**src/rtl/rr_credit_dispatcher_pkg.sv**
```systemverilog
// Shared types and the round-robin target picker for rr_credit_dispatcher.
// The lane count and credit depth live here so every file agrees on widths.
package rr_credit_dispatcher_pkg;

    localparam int LANES       = 4;
    localparam int PAYLOAD_W   = 8;
    localparam int DEF_CREDITS = 2;
    localparam int CREDIT_MAX  = DEF_CREDITS;
    localparam int SW          = $clog2(LANES);
    localparam int CW          = $clog2(CREDIT_MAX + 1);

    typedef logic [SW-1:0] lane_idx_t;
    typedef logic [CW-1:0] credit_t;

    // Scan from farthest to nearest so the first eligible lane after 'last'
    // (wrapping, with 'last' itself considered final) wins.
    function automatic lane_idx_t next_rr(input lane_idx_t last,
                                          input logic [LANES-1:0] elig);
        lane_idx_t sel;
        lane_idx_t cand;
        sel = last;
        for (int i = LANES; i >= 1; i--) begin
            cand = last + lane_idx_t'(i);
            if (elig[cand]) sel = cand;
        end
        return sel;
    endfunction

endpackage

```
**src/rtl/rr_credit_dispatcher_counter.sv**
```systemverilog
// Per-lane saturating up/down credit counter; flags a return into a full lane.
// Reset restores the full credit allowance.
module rr_credit_counter
    import rr_credit_dispatcher_pkg::*;
#(
    parameter int MAX = CREDIT_MAX
) (
    input  logic    clk,
    input  logic    reset,
    input  logic    inc,
    input  logic    dec,
    output credit_t count,
    output logic    overflow
);

    credit_t count_next;

    always_comb begin
        count_next = count;
        overflow   = 1'b0;
        case ({inc, dec})
            2'b10: begin
                if (count == credit_t'(MAX)) overflow = 1'b1;
                else count_next = count + credit_t'(1);
            end
            2'b01:   count_next = count - credit_t'(1);
            default: count_next = count;
        endcase
    end

    always_ff @(posedge clk) begin
        if (reset) count <= credit_t'(MAX);
        else       count <= count_next;
    end

endmodule

```
**src/rtl/rr_credit_dispatcher.sv**
```systemverilog
// Fans one valid/ready stream out round-robin to credit-flow-controlled lanes.
// Optional dispatch counter and starvation flags behind RR_DISPATCH_CNT_EN.
module rr_credit_dispatcher
    import rr_credit_dispatcher_pkg::*;
#(
    parameter int N       = LANES,
    parameter int W       = PAYLOAD_W,
    parameter int CREDITS = DEF_CREDITS
) (
    input  logic            clk,
    input  logic            reset,
    input  logic            in_valid,
    output logic            in_ready,
    input  logic [W-1:0]    in_bits,
    output logic [N-1:0]    out_valid,
    output logic [W-1:0]    out_bits,
    output lane_idx_t       out_sel,
    input  logic [N-1:0]    credit_ret,
    output logic            credit_err
`ifdef RR_DISPATCH_CNT_EN
    ,
    output logic [15:0]     dispatch_cnt,
    output logic [N-1:0]    lane_starved
`endif
);

    credit_t    cred [N];
    logic [N-1:0] elig;
    logic [N-1:0] consume;
    logic [N-1:0] ovf;
    lane_idx_t  last;
    lane_idx_t  target;
    logic       fire;

    // Readiness depends only on registered counts, never on this cycle's inputs.
    assign in_ready = |elig;
    assign target   = next_rr(last, elig);
    assign fire     = in_valid & in_ready;

    for (genvar k = 0; k < N; k++) begin : g_lane
        assign elig[k]    = (cred[k] != '0);
        assign consume[k] = fire && (target == lane_idx_t'(k));

        rr_credit_counter #(
            .MAX(CREDITS)
        ) u_cnt (
            .clk     (clk),
            .reset   (reset),
            .inc     (credit_ret[k]),
            .dec     (consume[k]),
            .count   (cred[k]),
            .overflow(ovf[k])
        );
    end

    // Registered output stage: one-cycle strobe after accept.
    always_ff @(posedge clk) begin
        if (reset) begin
            out_valid  <= '0;
            out_bits   <= '0;
            out_sel    <= '0;
            last       <= '0;
            credit_err <= 1'b0;
        end else begin
            out_valid  <= fire ? ({{(N-1){1'b0}}, 1'b1} << target) : '0;
            credit_err <= credit_err | (|ovf);
            if (fire) begin
                out_bits <= in_bits;
                out_sel  <= target;
                last     <= target;
            end
        end
    end

`ifdef RR_DISPATCH_CNT_EN
    always_ff @(posedge clk) begin
        if (reset)     dispatch_cnt <= '0;
        else if (fire) dispatch_cnt <= dispatch_cnt + 16'd1;
    end

    for (genvar k = 0; k < N; k++) begin : g_starved
        assign lane_starved[k] = (cred[k] == '0);
    end
`endif

endmodule
```
**config.mk**
```make
export PLATFORM = sky130hd
export DESIGN_NAME = rr_credit_dispatcher
export DESIGN_NICKNAME = d
export VERILOG_FILES = /design/src/rtl/rr_credit_dispatcher_pkg.sv /design/src/rtl/rr_credit_dispatcher_counter.sv /design/src/rtl/rr_credit_dispatcher.sv
export SDC_FILE = /design/constraint.sdc
export NUM_CORES = 1
export LEC_CHECK = 0
export CELL_PAD_IN_SITES_DETAIL_PLACEMENT = 1
export CELL_PAD_IN_SITES_GLOBAL_PLACEMENT = 2
export CORE_MARGIN = 4
export CORE_UTILIZATION = 30
export DETAILED_ROUTE_END_ITERATION = 7
export GPL_TIMING_DRIVEN = 0
export HOLD_SLACK_MARGIN = 0.12
export PLACE_DENSITY = 0.93
export REMOVE_ABC_BUFFERS = 1
export SETUP_SLACK_MARGIN = 0.5
export SYNTH_ARGS = -nofsm -noshare
export SYNTH_HDL_FRONTEND = slang
export SYNTH_SLANG_ARGS = --single-unit
```
**constraint.sdc**
```tcl
create_clock -name clk -period 5.9 [get_ports clk]
set_clock_uncertainty 0.15 [all_clocks]
set_input_delay 0.885 -clock clk [delete_from_list [all_inputs] [get_ports clk]]
set_output_delay 0.885 -clock clk [all_outputs]
set_load 0.03 [all_outputs]
```
==> flow_summary.yaml <==
drt:
  drt-initial-drc-count: 25
  antenna_left: 0
  post_drt_wl_per_cell_um: 14.97
  drc: 0
  viasPerCell: 5.352
  dr.pass1.iters: 4
  vias: 1215
  wl_um: 3399
final_layout:
  drive_above_1_share_pct: 6.780
  final_common_cell: "clkdlybuf4s50_1"
  insertedDiodeCount: 0
  syn2layout_area_growth_pct: 29.60
  layout.nets: 193
  final_cell_mix: "clkdlybuf4s50_1, dfxtp_1, nor2_1"
  stdcell_count: 227
worst_setup_path:
  worstSetupStartpointType: "register"
  worst_ep_arrival_time_ps: 2150
  r2r-start: "g_lane[3].u_cnt.count[0]$_SDFFE_PP0P_"
  reg2reg_to: "credit_err$_SDFF_PP0_"
  path_max_fanout: 11
  worstSetupStartpoint: "g_lane[1].u_cnt.count[1]$_SDFFE_PP1P_"
  cp.required_ps: 4870
  end_kind: "primary output"
  r2r_cells: 6
  path_class: "reg2out"
  r2r_setup_slack_ps: 3530
clocking:
  cts_buffers: 3
  cts_resized: 0
  cts_root_buffer: "clkbuf_8"
  ctsHoldBuffers: 0
  cts.sinks: 23
  cts_max_path_buffers: 2
  clk_pin_slew_ps: 80
  cts_tree: "yes"
  clock_latency_ps: 270
  cts_setup_buffers: 0
  htree_num_levels: 1
timing:
  hold_viol: 0
  period_needed_ps: 3187
  finalCritPeriodShare_pct: 54.02
  setup_violations: 0
  slew_viol_final: 0
  rsz0062_at_grt: "false"
  worst_slew_pin_slew_ps: 991.9
  max_freq_mhz: 313.8
  relSlewSlack_pct: 33.67
  tns_ps: 0
logic_synthesis:
  yosysSeqAreaShare_pct: 36.80
  synth_area_sq_um: 1251
  synth_ff_type: "dfxtp_1"
  synthCells: 152
  yosysUniqueCellTypes: 39
  synth_top_family_by_area: "compound AO/OA/AOI/OAI gates"
  avgSynthCellArea_sq_um: 8.232
  muxShareOfSynthArea_pct: 4.000
  synth_compound_area_share_pct: 26.60
  synth-xor-area-share_pct: 2.100
  synth_edf_count: 0
  synth-simple-area-share_pct: 26.20
  yosysWarnings: 0
  synth-seq-cells: 23
  synth-adder-area-share_pct: 0
  async_reset_ff_share_pct: 0
grt:
  grtUsageMet1_pct: 16.00
  grt_overflow_total: 0
  grt_max_degree: 28
  grt_usage_pct: 14.00
  grt.met3_usage_pct: 3.306
  grt_pass1_vias: 1307
  busiest_layer: "met2"
  grt_pass1_wl_um: 5913
  met2_usage_pct: 26.15
  antenna_found_initial: 0
floorplan:
  core_sq_um: 4029
  start_util_pct: 31.06
  die_area_sq_um: 5268
  ios: 31
  rows: 23
  die_h_um: 72.58
  fp.dieW_um: 72.58
placed_design:
  port_buffers: 30
  numPlacedInstances: 223
  dpl.hpwl_um: 2554
  gp_congestion: 0.7897
hold_path:
  hold_depth: 2
  whs_endpoint: "out_bits[2]$_SDFFE_PP0P_"
  holdCritStartpoint: "out_bits[2]$_SDFFE_PP0P_"
  hold_path.class: "reg2reg"
power_and_ir_drop:
  vdd_drop_max_mv: 0.1206
  power.density_nw_per_um2: 290.5
  leakagePower_nw: 0.5858
run_status:
  status: "complete, no violations"
run:
  drv_cap: 0
==> worst max path at each step <==
stage | endpoint | slack [ps] | cells after the start
floorplan | in_ready | 3760 | 2
global placement | g_lane[2].u_cnt.count[1]$_SDFFE_PP1P_ | 2930 | 5
detailed placement | g_lane[2].u_cnt.count[1]$_SDFFE_PP1P_ | 2870 | 5
CTS | in_ready | 2680 | 3
global route | in_ready | 2590 | 3
finish | in_ready | 2710 | 3
==> critical path: stages (launching register included) <==
cell and delay, ps:
dfxtp_1 410, nor4_4 430, nand2_1 340, clkdlybuf4s50_1 690
==> sequential cells by signal, indices dropped and copies added (netlist names) <==
signal              count
out_bits                8
last                    2
g_lane.u_cnt.count      8
credit_err              1
out_valid               4
==> layout make-up <==
type | instances | area [sq um]
tap | 50 | 62.56
timing repair buffer | 30 | 300.3
clock inverter | 1 | 5.005
clock buffer | 3 | 41.29
sequential | 23 | 460.4
multi-input combinational | 116 | 737.0
fill | 491 | 2407
inverter | 4 | 15.01
==> metal layers <==
layer / part of all wire [%] / vias up
met5: 0 / -
met4: 0.79 / 0
met3: 5.2 / 5
met2: 51 / 31
met1: 43 / 579
li1: - / 600
==> synth_stat cells, types with 2 or more instances <==
cell type | n | share of area [%]
o21bai_1 | 2 | 1.2
clkbuf_2 | 2 | 0.80
buf_2 | 2 | 0.80
nor3_1 | 3 | 1.2
o21ba_2 | 2 | 1.6
o21a_1 | 2 | 1.2
buf_1 | 2 | 0.60
o311a_1 | 2 | 1.6
nor2b_1 | 4 | 2.0
a21oi_1 | 15 | 6.0
or3_1 | 3 | 1.5
nand3_1 | 10 | 4.0
nand2_1 | 14 | 4.2
nor2_1 | 18 | 5.4
mux2i_1 | 5 | 4.0
clkbuf_1 | 3 | 0.90
nand3b_1 | 2 | 1.2
inv_1 | 4 | 1.2
o21ai_0 | 6 | 2.4
a21o_1 | 2 | 1.2
o211a_1 | 2 | 1.6
xnor2_1 | 2 | 1.4
a311oi_1 | 2 | 1.4
nor4_4 | 2 | 3.4
a211oi_1 | 5 | 3.0
dfxtp_1 | 23 | 37
==> power breakdown <==
group | internal [mW] | total, mW | leakage [nW] | switching [mW]
combinational | 0.0731 | 0.163 | 0.371 | 0.0896
clock | 0.0473 | 0.101 | 0.0255 | 0.0538
sequential | 0.175 | 0.207 | 0.189 | 0.0326
total | 0.295 | 0.471 | 0.586 | 0.176
==> kinds of logic after synthesis <==
logic type	Yosys count
simple gates	61
buf+inv	13
flops	23
mux	5
compound gates	47
xor+xnor	3
==> per-stage QoR <==
step / setup slack, ps / cell area, sq um / utilization, % / power (mW) / hold slack, ps
floorplan: 3761 / 1212 / - / 0.3117 / 413.1
global placement: 2929 / 1575 / 39.10 / 0.3659 / 292.0
detailed placement: 2871 / 1575 / 39.10 / 0.3735 / 308.3
CTS: 2683 / 1622 / 40.25 / 0.4779 / 317.8
global route: 2588 / 1622 / 40.25 / 0.5017 / 343.0
finish: 2713 / 1622 / 40.25 / 0.4711 / 315.8
Power figures use the tool's default switching activity.
